File: config.mk
export PLATFORM = sky130hd
export DESIGN_NAME = seq_div7x3
export DESIGN_NICKNAME = d
export VERILOG_FILES = /design/src/rtl/seq_div_pkg.sv /design/src/rtl/seq_div7x3_div_step.sv /design/src/rtl/seq_div7x3.sv
export SDC_FILE = /design/constraint.sdc
export NUM_CORES = 1
export LEC_CHECK = 0
export ABC_AREA = 1
export BUFFER_PORTS_ARGS = -buffer_cell sky130_fd_sc_hd__buf_2
export CAP_MARGIN = 20
export CORE_MARGIN = 1.5
export CORE_UTILIZATION = 55
export CTS_CLUSTER_DIAMETER = 120
export CTS_CLUSTER_SIZE = 14
export DETAILED_ROUTE_END_ITERATION = 8
export PLACE_DENSITY = 0.77
export SETUP_SLACK_MARGIN = 0.05
export SLEW_MARGIN = 20
export SYNTH_ARGS = -nofsm -noshare
export SYNTH_HDL_FRONTEND = slang
export SYNTH_HIERARCHICAL = 1
export SYNTH_SLANG_ARGS = --single-unit
export TNS_END_PERCENT = 10
File: constraint.sdc
create_clock -name clk -period 4.25 [get_ports clk]
set_input_delay 0.85 -clock clk [delete_from_list [all_inputs] [get_ports clk]]
set_output_delay 0.85 -clock clk [all_outputs]
set_load 0.01 [all_outputs]
File: src/rtl/seq_div_pkg.sv
// Shared widths, step count and FSM state type for the 7-by-3 bit sequential divider.
// Used by seq_div7x3 and div_step; see seq_div7x3.sv for the SEQ_DIV_ZERO_CHECK_EN option.
package seq_div_pkg;

    localparam int DVD_W = 7;
    localparam int DVS_W = 3;
    localparam int STEPS = 7;
    localparam int CNT_W = 3;

    localparam logic [CNT_W-1:0] LAST_STEP  = CNT_W'(STEPS - 1);
    localparam logic [DVD_W-1:0] Q_ALL_ONES = '1;

    typedef enum logic [1:0] {
        IDLE = 2'd0,
        RUN  = 2'd1,
        DONE = 2'd2
    } state_t;

endpackage

File: src/rtl/seq_div7x3_div_step.sv
// One restoring shift-subtract step: shift the next dividend bit into the partial
// remainder, subtract the divisor when it fits, and report the quotient bit.
module div_step
    import seq_div_pkg::*;
(
    input  logic [DVS_W-1:0] rem_i,
    input  logic             bit_i,
    input  logic [DVS_W-1:0] divisor_i,
    output logic [DVS_W-1:0] rem_o,
    output logic             q_bit_o
);

    logic [DVS_W:0] trial;

    // The subtraction result always fits in DVS_W bits, so the low bits alone suffice.
    always_comb begin
        trial   = {rem_i, bit_i};
        q_bit_o = (trial >= {1'b0, divisor_i});
        rem_o   = q_bit_o ? (trial[DVS_W-1:0] - divisor_i) : trial[DVS_W-1:0];
    end

endmodule

File: src/rtl/seq_div7x3.sv
// Sequential unsigned divider, 7-bit dividend by 3-bit divisor, one quotient bit per cycle.
// Optional macro SEQ_DIV_ZERO_CHECK_EN: divide-by-zero short-cuts straight to DONE with err=1.
module seq_div7x3
    import seq_div_pkg::*;
(
    input  logic             clk,
    input  logic             rst_n,
    input  logic             start,
    input  logic [DVD_W-1:0] dividend,
    input  logic [DVS_W-1:0] divisor,
    output logic             busy,
    output logic             done,
    output logic [DVD_W-1:0] q,
    output logic [DVS_W-1:0] r,
    output logic             err,
    output logic [1:0]       dbg_state
);

    state_t           state_q, state_d;
    logic [DVD_W-1:0] work_q, work_d;
    logic [DVS_W-1:0] dvs_q, dvs_d;
    logic [DVS_W-1:0] rem_q, rem_d;
    logic [CNT_W-1:0] cnt_q, cnt_d;
    logic [DVD_W-1:0] q_q, q_d;
    logic [DVS_W-1:0] r_q, r_d;

    logic             accept;
    logic             load;
    logic             last_step;
    logic [DVS_W-1:0] step_rem;
    logic             step_qbit;

    div_step u_step (
        .rem_i     (rem_q),
        .bit_i     (work_q[DVD_W-1]),
        .divisor_i (dvs_q),
        .rem_o     (step_rem),
        .q_bit_o   (step_qbit)
    );

    assign accept    = start && ((state_q == IDLE) || (state_q == DONE));
    assign last_step = (cnt_q == LAST_STEP);

`ifdef SEQ_DIV_ZERO_CHECK_EN
    logic zero_start;
    logic zero_load;
    logic err_q, err_d;

    assign zero_start = (divisor == '0);
    assign zero_load  = accept && zero_start;
    assign load       = accept && !zero_start;
`else
    assign load = accept;
`endif

    // State register
    always_ff @(posedge clk) begin
        if (!rst_n) begin
            state_q <= IDLE;
        end else begin
            state_q <= state_d;
        end
    end

    // Next-state logic
    always_comb begin
        state_d = state_q;
        case (state_q)
            IDLE, DONE: begin
                if (load) begin
                    state_d = RUN;
`ifdef SEQ_DIV_ZERO_CHECK_EN
                end else if (zero_load) begin
                    state_d = DONE;
`endif
                end else begin
                    state_d = IDLE;
                end
            end
            RUN: begin
                if (last_step) begin
                    state_d = DONE;
                end
            end
            default: state_d = IDLE;
        endcase
    end

    // Output logic, decoded from the state register only
    always_comb begin
        busy      = (state_q == RUN);
        done      = (state_q == DONE);
        dbg_state = state_q;
    end

    // Datapath next values: operands shift left, quotient bits enter at the LSB,
    // so after the final step work holds the quotient.
    always_comb begin
        work_d = work_q;
        dvs_d  = dvs_q;
        rem_d  = rem_q;
        cnt_d  = cnt_q;
        q_d    = q_q;
        r_d    = r_q;
        if (load) begin
            work_d = dividend;
            dvs_d  = divisor;
            rem_d  = '0;
            cnt_d  = '0;
        end else if (state_q == RUN) begin
            work_d = {work_q[DVD_W-2:0], step_qbit};
            rem_d  = step_rem;
            cnt_d  = last_step ? '0 : cnt_q + 1'b1;
            if (last_step) begin
                q_d = {work_q[DVD_W-2:0], step_qbit};
                r_d = step_rem;
            end
        end
`ifdef SEQ_DIV_ZERO_CHECK_EN
        if (zero_load) begin
            q_d = Q_ALL_ONES;
            r_d = dividend[DVS_W-1:0];
        end
`endif
    end

    always_ff @(posedge clk) begin
        if (!rst_n) begin
            work_q <= '0;
            dvs_q  <= '0;
            rem_q  <= '0;
            cnt_q  <= '0;
            q_q    <= '0;
            r_q    <= '0;
        end else begin
            work_q <= work_d;
            dvs_q  <= dvs_d;
            rem_q  <= rem_d;
            cnt_q  <= cnt_d;
            q_q    <= q_d;
            r_q    <= r_d;
        end
    end

`ifdef SEQ_DIV_ZERO_CHECK_EN
    // err is set by a zero-divisor start and cleared by any normal start.
    always_comb begin
        err_d = err_q;
        if (zero_load) begin
            err_d = 1'b1;
        end else if (load) begin
            err_d = 1'b0;
        end
    end

    always_ff @(posedge clk) begin
        if (!rst_n) begin
            err_q <= 1'b0;
        end else begin
            err_q <= err_d;
        end
    end

    assign err = err_q;
`else
    assign err = 1'b0;
`endif

    assign q = q_q;
    assign r = r_q;

endmodule

=== After elaboration in Yosys (flattened, before gate mapping) ===
Index checks and enable logic that the tools add are counted.

* Div/mod/pow operators: 0
* Mux-type cells: 7
* Shift operators: 0
* Multiply operators: 0
* Reductions and logical operators: 7
* Bitwise operators: 2
* Equal/unequal tests: 4
* Add/sub/neg operators: 2
* Magnitude comparators: 1

{| class="wikitable"
|+ Operator list
! cell !! count
|-
| $mux 7 || 2
|-
| $mux 3 || 2
|-
| $ge 4x3->1 || 1
|-
| $pmux 2 s2 || 1
|-
| $reduce_or 2->1 || 2
|-
| $add 3x1->3 const B || 1
|-
| $eq 3x3->1 const B || 1
|-
| $reduce_and 3->1 || 1
|-
| $sub 3x3->3 || 1
|-
| $eq 2x1->1 const B || 1
|-
| $eq 2x2->1 const B || 1
|-
| $logic_not 2->1 || 1
|-
| $mux 2 || 1
|-
| $ne 2x1->1 const B || 1
|-
| $not 1->1 || 2
|-
| $reduce_bool 2->1 || 1
|-
| $logic_and 1x1->1 || 1
|-
| $logic_or 1x1->1 || 1
|-
| $mux 1 || 1
|}

* Bits in read-only memories: 0
* Memories kept: 0
* Flip-flop bits (word level): 28
* Bits in latches: 0
* Output and inout bits: 15
* Word-level logic and storage cells: 30
* Memory bits (writable): 0

=== Depth between registers and ports, before layout ===
Gate-level depths: netlist of the first run.

* Depth after elaboration: 5
* Depth in mapped cells: 10

=== Cells and area by module ===
The synthesis of the first run kept the hierarchy.

{| class="wikitable"
|+ Modules (own cells, without submodules)
! module !! times used !! cells each !! sequential area each (um^2) !! area an instance (um^2)
|-
| seq_div7x3 || 1 || 172 || 560.5 || 1214.9
|-
| div_step || 1 || 25 || 0.0 || 163.9
|}

=== Least setup slack after synthesis of the first run ===
No wires, ideal clock.

* Path type: register to output
* Start point: reg state_q[0], in the netlist dbg_state[0]
* End point: out busy
* Path buffers: 1
* Required time: 3400 ps
* Stages on the path, launching flop included: 4
* Arrival: 857 ps
* Path slack: 2543 ps
* Path through: dfxtp_1 inv_2 nor2_8 buf_6

* Longest elaborated chain between the ends: 1

{| class="wikitable"
|+ RTL lines
! what !! RTL line !! source
|-
| start, declared || seq_div7x3.sv:19 || <nowiki>state_t state_q, state_d;</nowiki>
|-
| start signal, assigned || seq_div7x3.sv:61 || <nowiki>state_q <= state_d;</nowiki>
|-
| $eq 2x1->1 || seq_div7x3.sv:91 || <nowiki>busy = (state_q == RUN);</nowiki>
|-
| end, declared || seq_div7x3.sv:11 || <nowiki>output logic busy,</nowiki>
|}

Every way passes these cells.

=== Final worst setup path of the first run ===
Same ends and word-level chain as after synthesis.

==> flow_metrics.py, run 1 <==
metrics = {
    "detailed_routing": {
        "drt_iter0_drc": 40,
        "routedWlPerCell_um": 11.36,
        "viasPerCell": 5.016,
        "vias": 1249,
        "wl_um": 2829,
        "ant_nets": 0,
        "drc": 0,
        "drt_pass1_iterations": 4,
    },
    "global_routing": {
        "grt_start_max_net_pins": 20,
        "grt_pass1_wl_um": 4767,
        "grt_remaining_overflow": 0,
        "grt_antenna_before_repair": 0,
        "grtUsageTotal_pct": 23.57,
        "grt_pass1_vias": 1101,
    },
    "synth": {
        "postSynthCellCount": 197,
        "yosys_warnings": 6,
        "avgSynthCellArea_um2": 6.999,
        "mappedNetlistArea_mm2": 0.001379,
        "synth_nets": 214,
        "yosysUniqueCellTypes": 25,
        "synth-seq-cells": 28,
        "yosysSeqAreaShare_pct": 40.65,
    },
    "layout": {
        "num-fill-cells": 215,
        "multi_input_area_um2": 666.9,
        "drive_above_1_share_pct": 17.65,
        "n_antenna_cell": 0,
        "seqCellArea_um2": 560.5,
        "syn_to_final_growth_pct": 11.52,
        "nets": 239,
    },
    "worst_setup_path": {
        "critPathRequiredTime_ps": 3400,
        "end_kind": "output port",
        "slowest_stage": "dfxtp_1",
        "cp_slowest_stage_delay_ps": 480,
        "path_cells": "inv_2, nor2_8, buf_2",
        "start_kind": "flip-flop",
        "path_max_fanout": 17,
        "cp_top_family": "flip-flops",
        "crit_buf_inv": 2,
        "critPathKind": "reg -> out",
        "crit_arrival_ps": 1360,
    },
    "place": {
        "hpwl_um": 2136,
        "pre_cts_ws_ps": 2429,
        "portBuffers": 26,
        "gp_congestion": 0.8258,
    },
    "timing": {
        "slew_violations": 0,
        "period_needed_ps": 2212,
        "finalSetupViolCount": 0,
        "worst_slack_ps": 2038,
        "clock_skew_ps": 5.506,
        "fmax_mhz": 452.0,
        "totalNegativeSetupSlack_ps": 0,
        "period_share_pct": 52.06,
        "finalHoldViolations": 0,
        "rsz0062_at_grt": "false",
        "whs_ps": 475.3,
    },
    "worst_hold_path": {
        "hold_path.class": "reg -> reg",
    },
    "floorplanning": {
        "design.core.area_mm2": 0.002297,
        "start_util_pct": 60.02,
        "die-area_mm2": 0.002816,
        "io_pins": 28,
        "rows": 17,
        "die_w_um": 53.07,
        "die_y_um": 53.07,
    },
    "clock_network": {
        "cts_inserted_buffers": 3,
        "cts_sinks": 28,
        "cts_tree": "done",
        "clk_pin_slew_ps": 150,
        "clk_latency_ps": 330,
        "cts-htree-levels": 1,
        "clockBufferDepth": 2,
        "cts_resized": 0,
        "cts_setup_buffers": 0,
        "cts_hold_buf": 0,
        "cts_root_buf": "clkbuf_4",
    },
    "pwr": {
        "p_per_area_mw_per_mm2": 329.9,
        "vdd_drop_max_mv": 0.2651,
        "p_leak_nw": 0.7920,
        "total_power_mw": 0.5073,
    },
    "job": {
        "drv_cap": 0,
    },
    "outcome": {
        "outcome": "completed",
    },
}
==> cell usage after synthesis, drive strengths merged <==
cell    number  area share, %
nand2       48             14
nor2        37             13
inv         29            7.9
dfxtp       28             41
nand3       16            6.5
a21oi       12            4.4
o21ai        8            2.9
buf          6            3.1
ha           3            2.7
nand4        3            1.4
nand3b       2            1.1
conb         1           0.27
fa           1            1.5
nor3         1           0.36
o21a         1           0.54
xnor2        1           0.64
==> area by class of cell <==
| type | instances | share of cell area [%] |
|---|---|---|
| multi-input combinational | 134 | 43.37 |
| timing repair buffer | 26 | 8.462 |
| clock buffer | 4 | 2.360 |
| tap | 28 | 2.278 |
| sequential | 28 | 36.45 |
| inverter | 29 | 7.079 |
==> registers in the layout, indices dropped and copies added, names as in the netlist <==
signal	cells
dvs_q	3
work_q	7
q	7
cnt_q	3
dbg_state	2
r	3
rem_q	3
==> worst min-delay path, delay by kind of cell (launching register included) <==
family	cells	cell delay, ps
compound gates	1	50
flops	1	340
simple gates	1	60
==> per-layer routing <==
layer	global-route usage, %	vias to the layer above	share of wire, %
met3	5.932	2	4.7
met4	5.128	0	0.60
met5	0	-	0
met1	31.45	557	48
li1	-	655	-
met2	38.33	35	46
==> through the flow <==
stage	instances	utilization [%]	cell area, µm²
CTS	249	66.94	1538
finish	249	66.94	1538
detailed placement	245	65.36	1501
floorplan	197	-	1379
global route	249	66.94	1538
global placement	245	65.36	1501
==> worst paths after layout <==
check                from       end  slack (ps)  depth (start not counted)
max          dbg_state[0]      busy        2040                          3
max reg2reg     work_q[6]  rem_q[0]        2490                         10
min                  q[6]      q[6]         480                          2
min reg2reg          q[6]      q[6]         480                          2
==> placed cells by master (no fill, tap or decap) <==
cell type and instances:
nor2_4 2, nor2_2 1, dfxtp_1 28, clkbuf_8 1, inv_2 2, ha_1 3, a21oi_1 12, buf_2 26
fa_1 1, nand3_1 14, nand2_1 47, inv_1 27, nor2_1 33, o21ai_0 8, xnor2_1 1, o21a_1 1
nand3_2 2, nor2_8 1, nor3_1 1, conb_1 1, nand2_4 1, nand4_1 3, nand3b_1 2, clkbuf_4 3
==> cells by family after synthesis <==
logic type,share of synthesized area [%]
compound gates,7.804
fa+ha+maj,4.175
other cells,0.2720
xor+xnor,0.6353
simple gates,35.48
buf+inv,10.98
flops,40.65
==> power breakdown <==
group | total (mW) | switching (mW) | leakage [nW] | internal (mW)
Combinational | 0.0919 | 0.0593 | 0.543 | 0.0326
Clock | 0.131 | 0.0786 | 0.0210 | 0.0525
Sequential | 0.284 | 0.0100 | 0.228 | 0.274
Power figures use the tool's default switching activity.
==> inputs of run 2 (changes only) <==
--- a/config.mk
+++ b/config.mk
@@ -9,11 +9,11 @@
 export BUFFER_PORTS_ARGS = -buffer_cell sky130_fd_sc_hd__buf_2
 export CAP_MARGIN = 20
 export CORE_MARGIN = 1.5
-export CORE_UTILIZATION = 55
+export CORE_UTILIZATION = 53
 export CTS_CLUSTER_DIAMETER = 120
 export CTS_CLUSTER_SIZE = 14
 export DETAILED_ROUTE_END_ITERATION = 8
-export PLACE_DENSITY = 0.77
+export PLACE_DENSITY = 0.74
 export SETUP_SLACK_MARGIN = 0.05
 export SLEW_MARGIN = 20
 export SYNTH_ARGS = -nofsm -noshare
==> constraint.sdc (replaced) <==
create_clock -name clk -period 2.2 [get_ports clk]
set_input_delay 0.44 -clock clk [delete_from_list [all_inputs] [get_ports clk]]
set_output_delay 0.44 -clock clk [all_outputs]
set_load 0.01 [all_outputs]
==> run 2 against run 1 <==
Compared with the run above:
- highest routed layer unchanged
- final area down 0.73%
- worst hold slack worse by 120 ps
- flip-flop and latch count unchanged
- count of clock-buffer cells in the layout down 1
==> flow_metrics.py, run 2 (synthesis results as in run 1) <==
metrics = {
    "outcome": {
        "outcome": "completed",
    },
    "global_routing": {
        "grt_pass1_wl_um": 4712,
        "grt_remaining_overflow": 0,
        "grt_pass1_vias": 1093,
        "use_met1_pct": 28.31,
        "grtUsageTotal_pct": 22.25,
        "grt_antenna_before_repair": 0,
        "grtUsageMet2_pct": 36.18,
        "gr-usage-met3_pct": 7.222,
        "busiest_layer": "met2",
        "grt_start_max_net_pins": 20,
    },
    "pwr": {
        "pwr-share-clk_pct": 22.2,
        "power_frac_seq_pct": 58.5,
        "p_per_area_mw_per_mm2": 615.0,
        "total_power_mw": 0.9388,
        "p_sw_share_pct": 29.98,
        "pwr-share-comb_pct": 19.3,
        "intPower_mw": 0.6573,
        "power_switching_mw": 0.2814,
        "vdd_drop_max_mv": 0.5988,
        "p_leak_nw": 0.7848,
    },
    "detailed_routing": {
        "wl_um": 2883,
        "vias": 1262,
        "drt_pass1_iterations": 4,
        "drc": 0,
        "drt_iter0_drc": 43,
        "viasPerCell": 5.048,
        "routedWlPerCell_um": 11.53,
        "ant_nets": 0,
    },
    "timing": {
        "totalNegativeSetupSlack_ps": 0,
        "finalSetupViolCount": 0,
        "rsz0062_at_grt": "false",
        "slew_violations": 0,
        "fmax_mhz": 541.4,
        "period_needed_ps": 1847,
        "clock_skew_ps": 3.081,
        "finalHoldViolations": 0,
        "period_share_pct": 83.96,
    },
    "worst_setup_path": {
        "critPathRequiredTime_ps": 1760,
        "end_kind": "output port",
        "path_max_fanout": 17,
        "crit_arrival_ps": 1410,
        "critPathKind": "reg -> out",
        "start_kind": "flip-flop",
    },
    "clock_network": {
        "clk_latency_ps": 320,
        "cts_resized": 0,
        "cts_root_buf": "clkbuf_4",
        "clk_pin_slew_ps": 140,
        "cts_tree": "done",
        "cts_hold_buf": 0,
        "cts_inserted_buffers": 3,
        "cts_sinks": 28,
        "cts-htree-levels": 1,
        "clockBufferDepth": 2,
        "cts_setup_buffers": 0,
    },
    "floorplanning": {
        "die_y_um": 54.01,
        "design.core.area_mm2": 0.002477,
        "rows": 18,
        "io_pins": 28,
        "die-area_mm2": 0.002917,
        "start_util_pct": 55.66,
        "die_w_um": 54.01,
    },
    "layout": {
        "seqCellArea_um2": 560.5,
        "n_antenna_cell": 0,
        "num-fill-cells": 234,
        "final_common_cell": "nand2_1",
        "multi_input_area_um2": 666.9,
        "final_cell_mix": "nand2_1 (47), nor2_1 (33), dfxtp_1 (28), inv_1 (27), buf_2 (26)",
        "syn_to_final_growth_pct": 10.71,
        "drive_above_1_share_pct": 17.27,
        "nets": 239,
    },
    "place": {
        "hpwl_um": 2177,
        "portBuffers": 26,
        "gp_congestion": 0.9672,
    },
    "worst_hold_path": {
        "hold_path.class": "in -> reg",
    },
    "job": {
        "drv_cap": 0,
    },
}
## run 2: cell types whose count changed in the layout (fill, tap and decap cells not counted), sizes merged
cell	change
clkbuf	-1
## run 2: per-layer routing
layer,wire length [µm],share of wire (%),up-vias
li1,-,-,655
met1,1350,47,547
met2,1287,45,56
met3,215,7.5,4
met4,29,1.0,0
met5,0,0,-
## run 2: path summary, 6_finish.rpt
path                 from       end  slack, ps  cells past startpoint
max          dbg_state[0]      busy        350                      3
min            divisor[1]  dvs_q[1]        350                      3
max reg2reg     work_q[6]  rem_q[2]        430                     10
min reg2reg          q[6]      q[6]        470                      2
## run 2: power groups by stage
stage	logic, mW	clock network [mW]	registers [mW]
final	0.181	0.208	0.549
after floorplan	0.143	0	0.555
after global routing	0.206	0.232	0.553
after CTS	0.179	0.213	0.549
after global placement	0.170	0	0.559
after detailed placement	0.179	0	0.560
## run 2: stage by stage
step           hold slack (ps)  util, %  worst slack [ps]  instances  cell area [µm²]
4_1_cts                  348.1    61.62             365.0        250             1526
2_1_floorplan            454.9        -             678.9        197             1379
5_1_grt                  370.1    61.62             232.0        250             1526
6_report                 354.4    61.62             352.8        250             1526
3_5_place_dp             454.0    60.71             467.4        247             1504
3_3_place_gp             443.4    60.71             591.0        247             1504
## run 2: layout make-up
class | count | share of cell area, %
Clock buffer | 3 | 1.475
Inverter | 29 | 7.131
Multi-Input combinational cell | 134 | 43.69
Sequential cell | 28 | 36.72
Tap cell | 30 | 2.459
Timing Repair Buffer | 26 | 8.525
## run 2: worst max-delay path, cell delays in order (launching register included)
cell	delay (ps)
dfxtp_1	500
inv_2	130
nor2_8	260
buf_2	190
